$ cat src/rtl/alu_arbiter.sv
// Round-robin front end that time-shares one combinational add/sub ALU between
// NUM_REQ requesters and returns tagged results on a single valid/ready channel.
module alu_arbiter #(
    parameter int NUM_REQ  = 4,
    parameter int WIDTH    = 8,
    parameter int ID_WIDTH = 2
) (
    input  logic                       clk,
    input  logic                       reset,
    input  logic [NUM_REQ-1:0]         reqValid,
    output logic [NUM_REQ-1:0]         reqReady,
    input  logic [NUM_REQ-1:0]         reqAddMode,
    input  logic [NUM_REQ*WIDTH-1:0]   reqOperandA,
    input  logic [NUM_REQ*WIDTH-1:0]   reqOperandB,
    output logic                       respValid,
    input  logic                       respReady,
    output logic [ID_WIDTH-1:0]        respId,
    output logic [WIDTH-1:0]           respResult,
    output logic                       respCarry,
    output logic                       respOverflow,
    output logic                       aluAddMode,
    output logic [WIDTH-1:0]           aluOperandA,
    output logic [WIDTH-1:0]           aluOperandB,
    input  logic [WIDTH-1:0]           aluResult,
    input  logic                       aluCarry,
    input  logic                       aluOverflow
);

    typedef enum logic [1:0] {IDLE, EXEC, RESP} state_t;

    state_t              state;
    logic [ID_WIDTH-1:0] last_grant;
    logic [ID_WIDTH-1:0] grant_idx;
    logic [ID_WIDTH-1:0] cand_idx;
    logic                grant_found;
    int                  cand;

    // Search starts one past the previous winner so every requester gets a turn.
    always_comb begin
        grant_found = 1'b0;
        grant_idx   = '0;
        cand        = 0;
        cand_idx    = '0;
        for (int i = 1; i <= NUM_REQ; i++) begin
            cand = int'(last_grant) + i;
            if (cand >= NUM_REQ) cand = cand - NUM_REQ;
            cand_idx = ID_WIDTH'(cand);
            if (!grant_found && reqValid[cand_idx]) begin
                grant_found = 1'b1;
                grant_idx   = cand_idx;
            end
        end
    end

    always_comb begin
        reqReady = '0;
        if (state == IDLE && !reset && grant_found) reqReady[grant_idx] = 1'b1;
    end

    always_ff @(posedge clk) begin
        if (reset) begin
            state        <= IDLE;
            respValid    <= 1'b0;
            respId       <= '0;
            respResult   <= '0;
            respCarry    <= 1'b0;
            respOverflow <= 1'b0;
            aluAddMode   <= 1'b0;
            aluOperandA  <= '0;
            aluOperandB  <= '0;
            last_grant   <= ID_WIDTH'(NUM_REQ - 1);
        end else begin
            case (state)
                IDLE: begin
                    if (grant_found) begin
                        aluAddMode  <= reqAddMode[grant_idx];
                        aluOperandA <= reqOperandA[grant_idx*WIDTH +: WIDTH];
                        aluOperandB <= reqOperandB[grant_idx*WIDTH +: WIDTH];
                        respId      <= grant_idx;
                        last_grant  <= grant_idx;
                        state       <= EXEC;
                    end
                end
                // Operands have been on the ALU for a full cycle; carry chain has settled.
                EXEC: begin
                    respResult   <= aluResult;
                    respCarry    <= aluCarry;
                    respOverflow <= aluOverflow;
                    respValid    <= 1'b1;
                    state        <= RESP;
                end
                RESP: begin
                    if (respReady) begin
                        respValid <= 1'b0;
                        state     <= IDLE;
                    end
                end
                default: state <= IDLE;
            endcase
        end
    end

endmodule
$ cat config.mk
export PLATFORM = sky130hd
export DESIGN_NAME = alu_arbiter
export DESIGN_NICKNAME = d
export VERILOG_FILES = /design/src/rtl/alu_arbiter.sv
export SDC_FILE = /design/constraint.sdc
export NUM_CORES = 1
export LEC_CHECK = 0
export CAP_MARGIN = 20
export CELL_PAD_IN_SITES_DETAIL_PLACEMENT = 0
export CELL_PAD_IN_SITES_GLOBAL_PLACEMENT = 1
export CORE_MARGIN = 10
export CORE_UTILIZATION = 25
export DETAILED_ROUTE_END_ITERATION = 16
export GPL_TIMING_DRIVEN = 0
export PLACE_DENSITY = 0.86
export SYNTH_ARGS = -nofsm -noshare
export SYNTH_HDL_FRONTEND = slang
export SYNTH_SLANG_ARGS = --single-unit
$ cat constraint.sdc
create_clock -name clk -period 5 [get_ports clk]
set_input_delay 0.75 -clock clk [delete_from_list [all_inputs] [get_ports clk]]
set_output_delay 0.75 -clock clk [all_outputs]
set_load 0.01 [all_outputs]
==> results.py <==
metrics = {
    "pwr": {
        "fin_total_pwr_mw": 0.9347,
        "clockPowerShare": 0.229,
        "switching_share": 0.3246,
        "cellInternalPower_mw": 0.6313,
        "net-switching-power_mw": 0.3034,
        "power.density_nw_per_um2": 288.7,
        "seq_power_share": 0.359,
        "vdd.ir_drop.worst_mv": 0.1029,
        "power_leakage_nw": 1.200,
        "combinational_group_share_of_total_power": 0.413,
    },
    "grt": {
        "grt.total_usage": 0.1224,
        "grt_overflow": 0,
        "grt_pass1_vias": 2212,
        "grt_pass1_wl_um": 11300,
        "grt_start_max_net_pins": 12,
        "antenna_found_initial": 0,
    },
    "layout": {
        "finish.instance_area_sq_um": 3238,
        "nNetsFinal": 431,
        "final_util": 0.4464,
        "area.growth.synth_to_final_pct": 73.34,
        "final.fill_count": 738,
        "insertedDiodeCount": 0,
        "drive_above_1_share": 0.08069,
    },
    "yosys": {
        "postSynthAreaPerCell_sq_um": 8.339,
        "ys_seq_elements": 34,
        "largest_cells_by_area_after_synthesis": "sky130_fd_sc_hd__dfxtp_1 36%, sky130_fd_sc_hd__mux2i_1 9.6%, sky130_fd_sc_hd__a221oi_1 8.0%, sky130_fd_sc_hd__o22ai_1 6.7%, sky130_fd_sc_hd__or3_1 5.4%",
        "ys_warn_count": 0,
        "synth-async-reset-ratio": 0,
        "synthMostInstantiatedCell": "sky130_fd_sc_hd__dfxtp_1",
        "synth_seq_area_share": 0.3644,
        "synth.top_cell.area_share": 0.3644,
        "synth.net_count": 309,
        "synth-edff-count": 0,
        "syn_area_sq_um": 1868,
        "post_synth_num_cell_types": 31,
        "syn_inst": 224,
        "synth_area_leader_cell": "sky130_fd_sc_hd__dfxtp_1",
        "synth_ff_type": "sky130_fd_sc_hd__dfxtp_1",
        "synth.top_cells.by_count": "34 x sky130_fd_sc_hd__dfxtp_1, 24 x sky130_fd_sc_hd__nand2_1, 20 x sky130_fd_sc_hd__o22ai_1",
    },
    "min_path": {
        "min-delay-start": "respResult[2]$_SDFFE_PP0P_",
        "holdPathStages": 2,
        "hold_wc_path_type": "register to register",
        "hold-path-endpoint": "respResult[2]$_SDFFE_PP0P_",
    },
    "cts": {
        "cts.htree.levels": 2,
        "cts.hold.buffers_added": 0,
        "cts_tree": "done",
        "tritoncts.num_buffers": 5,
        "worst_skew_pair.late_latency_ps": 280,
        "post_cts.repair.setup_buffers": 0,
        "clockRootBuffer": "sky130_fd_sc_hd__clkbuf_8",
        "cts_buffer_depth": 2,
        "post_cts_resized": 0,
        "clk_transition_reported_paths_ps": 70,
        "clock_net_sink_count": 34,
    },
    "route": {
        "detail_route.wirelength_um": 7274,
        "drt.antenna.violating_nets": 0,
        "vias_per_cell": 4.821,
        "routed_wire_length_per_instance_um": 16.31,
        "routed-via-count": 2150,
        "drt_drc_violations_left": 0,
        "drt_iter0_drc": 43,
        "first_pass_iters": 4,
    },
    "setup_path": {
        "crit_top_cell": "sky130_fd_sc_hd__clkdlybuf4s50_1",
        "category_of_the_worst_setup_path_launch_point": "primary input",
        "reg2reg_slack_ps": 3140,
        "worstPathRequired_ps": 4250,
        "critical_path.reg2reg.startpoint": "last_grant[0]$_SDFFE_PP1P_",
        "rr_worst_depth": 6,
        "worst_path_largest_cell_delay_ps": 550,
        "crit_path_top_delay_cell": "sky130_fd_sc_hd__clkdlybuf4s50_1",
        "worstSetupEndpointType": "primary output",
        "worstSetupStartpoint": "reqValid[2]",
        "timing.critical_path.fanout_max": 10,
        "cp_num_buf_inv": 3,
        "cp_cell_sequence": "clkdlybuf4s50_1 -> nor2_2 -> a21oi_1 -> o22ai_2 -> buf_2 -> and2_1 -> clkdlybuf4s50_1",
        "critical-path-top-delay-family": "buffers and inverters",
        "worstReg2RegEnd": "aluAddMode$_SDFFE_PP0P_",
        "timing_worst_setup_path_type": "primary input to primary output",
        "critical_path_arrival_ps": 3020,
    },
    "sta": {
        "final_min_period_over_clock_period": 0.7550,
        "rsz0062_at_grt": "false",
        "worst_clock_skew_ps": 1.514,
        "final_max_tran_viols": 0,
        "worst_pin_slew_ps": 637.3,
        "slew-limit-headroom": 0.5751,
        "f_max_mhz": 264.9,
        "finalWorstPathRequiredPeriod_ps": 3775,
        "finalHoldViolCount": 0,
        "setup_viol": 0,
        "sum_of_negative_setup_slack_ps": 0,
    },
    "place": {
        "port-buffer-count": 115,
        "gp_routability_congestion": 0.7259,
        "placed_cell_area_sq_um": 3143,
        "detailed_place_hpwl_um": 5946,
    },
    "floorplan": {
        "design.portCount": 119,
        "design.die.area_sq_um": 11330,
        "dieHeight_um": 106.4,
        "rows": 31,
        "die_x_um": 106.4,
        "core-area_sq_um": 7253,
        "initial_utilization": 0.2575,
    },
    "job": {
        "maxCapViolCount": 0,
    },
    "run_status": {
        "outcome": "finished clean",
    },
}
how the worst max path moves through the flow:
stage,cells after the start,to
after floorplan,6,reqReady[1]
after global placement,7,reqReady[1]
after detailed placement,7,reqReady[1]
after CTS,7,reqReady[1]
after global routing,7,reqReady[1]
final,7,reqReady[1]
power groups by stage:
stage | Combinational (mW) | Clock [mW] | Sequential, mW
3_5_place_dp | 0.390 | 0 | 0.341
5_1_grt | 0.420 | 0.234 | 0.341
4_1_cts | 0.391 | 0.225 | 0.336
2_1_floorplan | 0.176 | 0 | 0.356
3_3_place_gp | 0.387 | 0 | 0.339
6_report | 0.386 | 0.214 | 0.335
tightest hold or removal path, cell delays in order, from the launching register on:
cell and delay (ps):
sky130_fd_sc_hd__dfxtp_1 310, sky130_fd_sc_hd__nand2_1 50, sky130_fd_sc_hd__a21oi_1 50
final cells by class:
class                   count  area [sq um]  area share
flip-flops and latches     34         680.7      0.2102
multi-input cells         168          1069      0.3300
repair buffers            115          1151      0.3555
clock inverters             2         12.51    0.003864
plain buffers              19         107.6     0.03323
well taps                  99         123.9     0.03825
clock buffers               6         82.58     0.02550
inverters                   3         11.26    0.003478
cell usage in the layout, fill, tap and decap left out, types with 2 or more instances in the layout:
cell / count
sky130_fd_sc_hd__buf_2: 8
sky130_fd_sc_hd__a221oi_1: 17
sky130_fd_sc_hd__nand2_1: 24
sky130_fd_sc_hd__o211ai_1: 2
sky130_fd_sc_hd__mux2i_1: 18
sky130_fd_sc_hd__inv_1: 2
sky130_fd_sc_hd__nor2b_1: 2
sky130_fd_sc_hd__and2_1: 3
sky130_fd_sc_hd__o22ai_1: 20
sky130_fd_sc_hd__buf_6: 3
sky130_fd_sc_hd__nor2_1: 9
sky130_fd_sc_hd__nand2b_1: 5
sky130_fd_sc_hd__clkbuf_8: 6
sky130_fd_sc_hd__a21oi_1: 17
sky130_fd_sc_hd__o21ai_0: 6
sky130_fd_sc_hd__nor2_2: 2
sky130_fd_sc_hd__clkbuf_1: 7
sky130_fd_sc_hd__or3_1: 16
sky130_fd_sc_hd__o21ai_1: 15
sky130_fd_sc_hd__dfxtp_1: 34
sky130_fd_sc_hd__nor3_1: 3
sky130_fd_sc_hd__clkdlybuf4s50_1: 115
state kept, by name, indices dropped and copies added, names as in the netlist:
name          count
respId            2
respOverflow      1
state             2
respValid         1
aluOperandA       8
aluOperandB       8
last_grant        2
respCarry         1
aluAddMode        1
respResult        8
per-stage QoR:
step / instances / setup WS [ps] / hold WS (ps)
2_1_floorplan: 224 / 2466 / 474.5
3_3_place_gp: 438 / 1234 / 441.4
3_5_place_dp: 438 / 1233 / 448.8
4_1_cts: 446 / 1218 / 459.4
5_1_grt: 446 / 1074 / 487.5
6_report: 446 / 1225 / 455.6
logic make-up after synthesis:
family / after synthesis / synth area share
buf+inv: 22 / 0.06363
simple gates: 67 / 0.1822
flops: 34 / 0.3644
mux: 18 / 0.09645
compound gates: 83 / 0.2934
routing by layer:
layer  track usage  vias up  routed length, um
met4       0.02998        0                 86
met1        0.1402      975               3002
met2        0.2014       83               3507
met3       0.05797        8                677
met5             0        -                  0
li1              -     1084                  -
(Power assumes the default switching activity.)
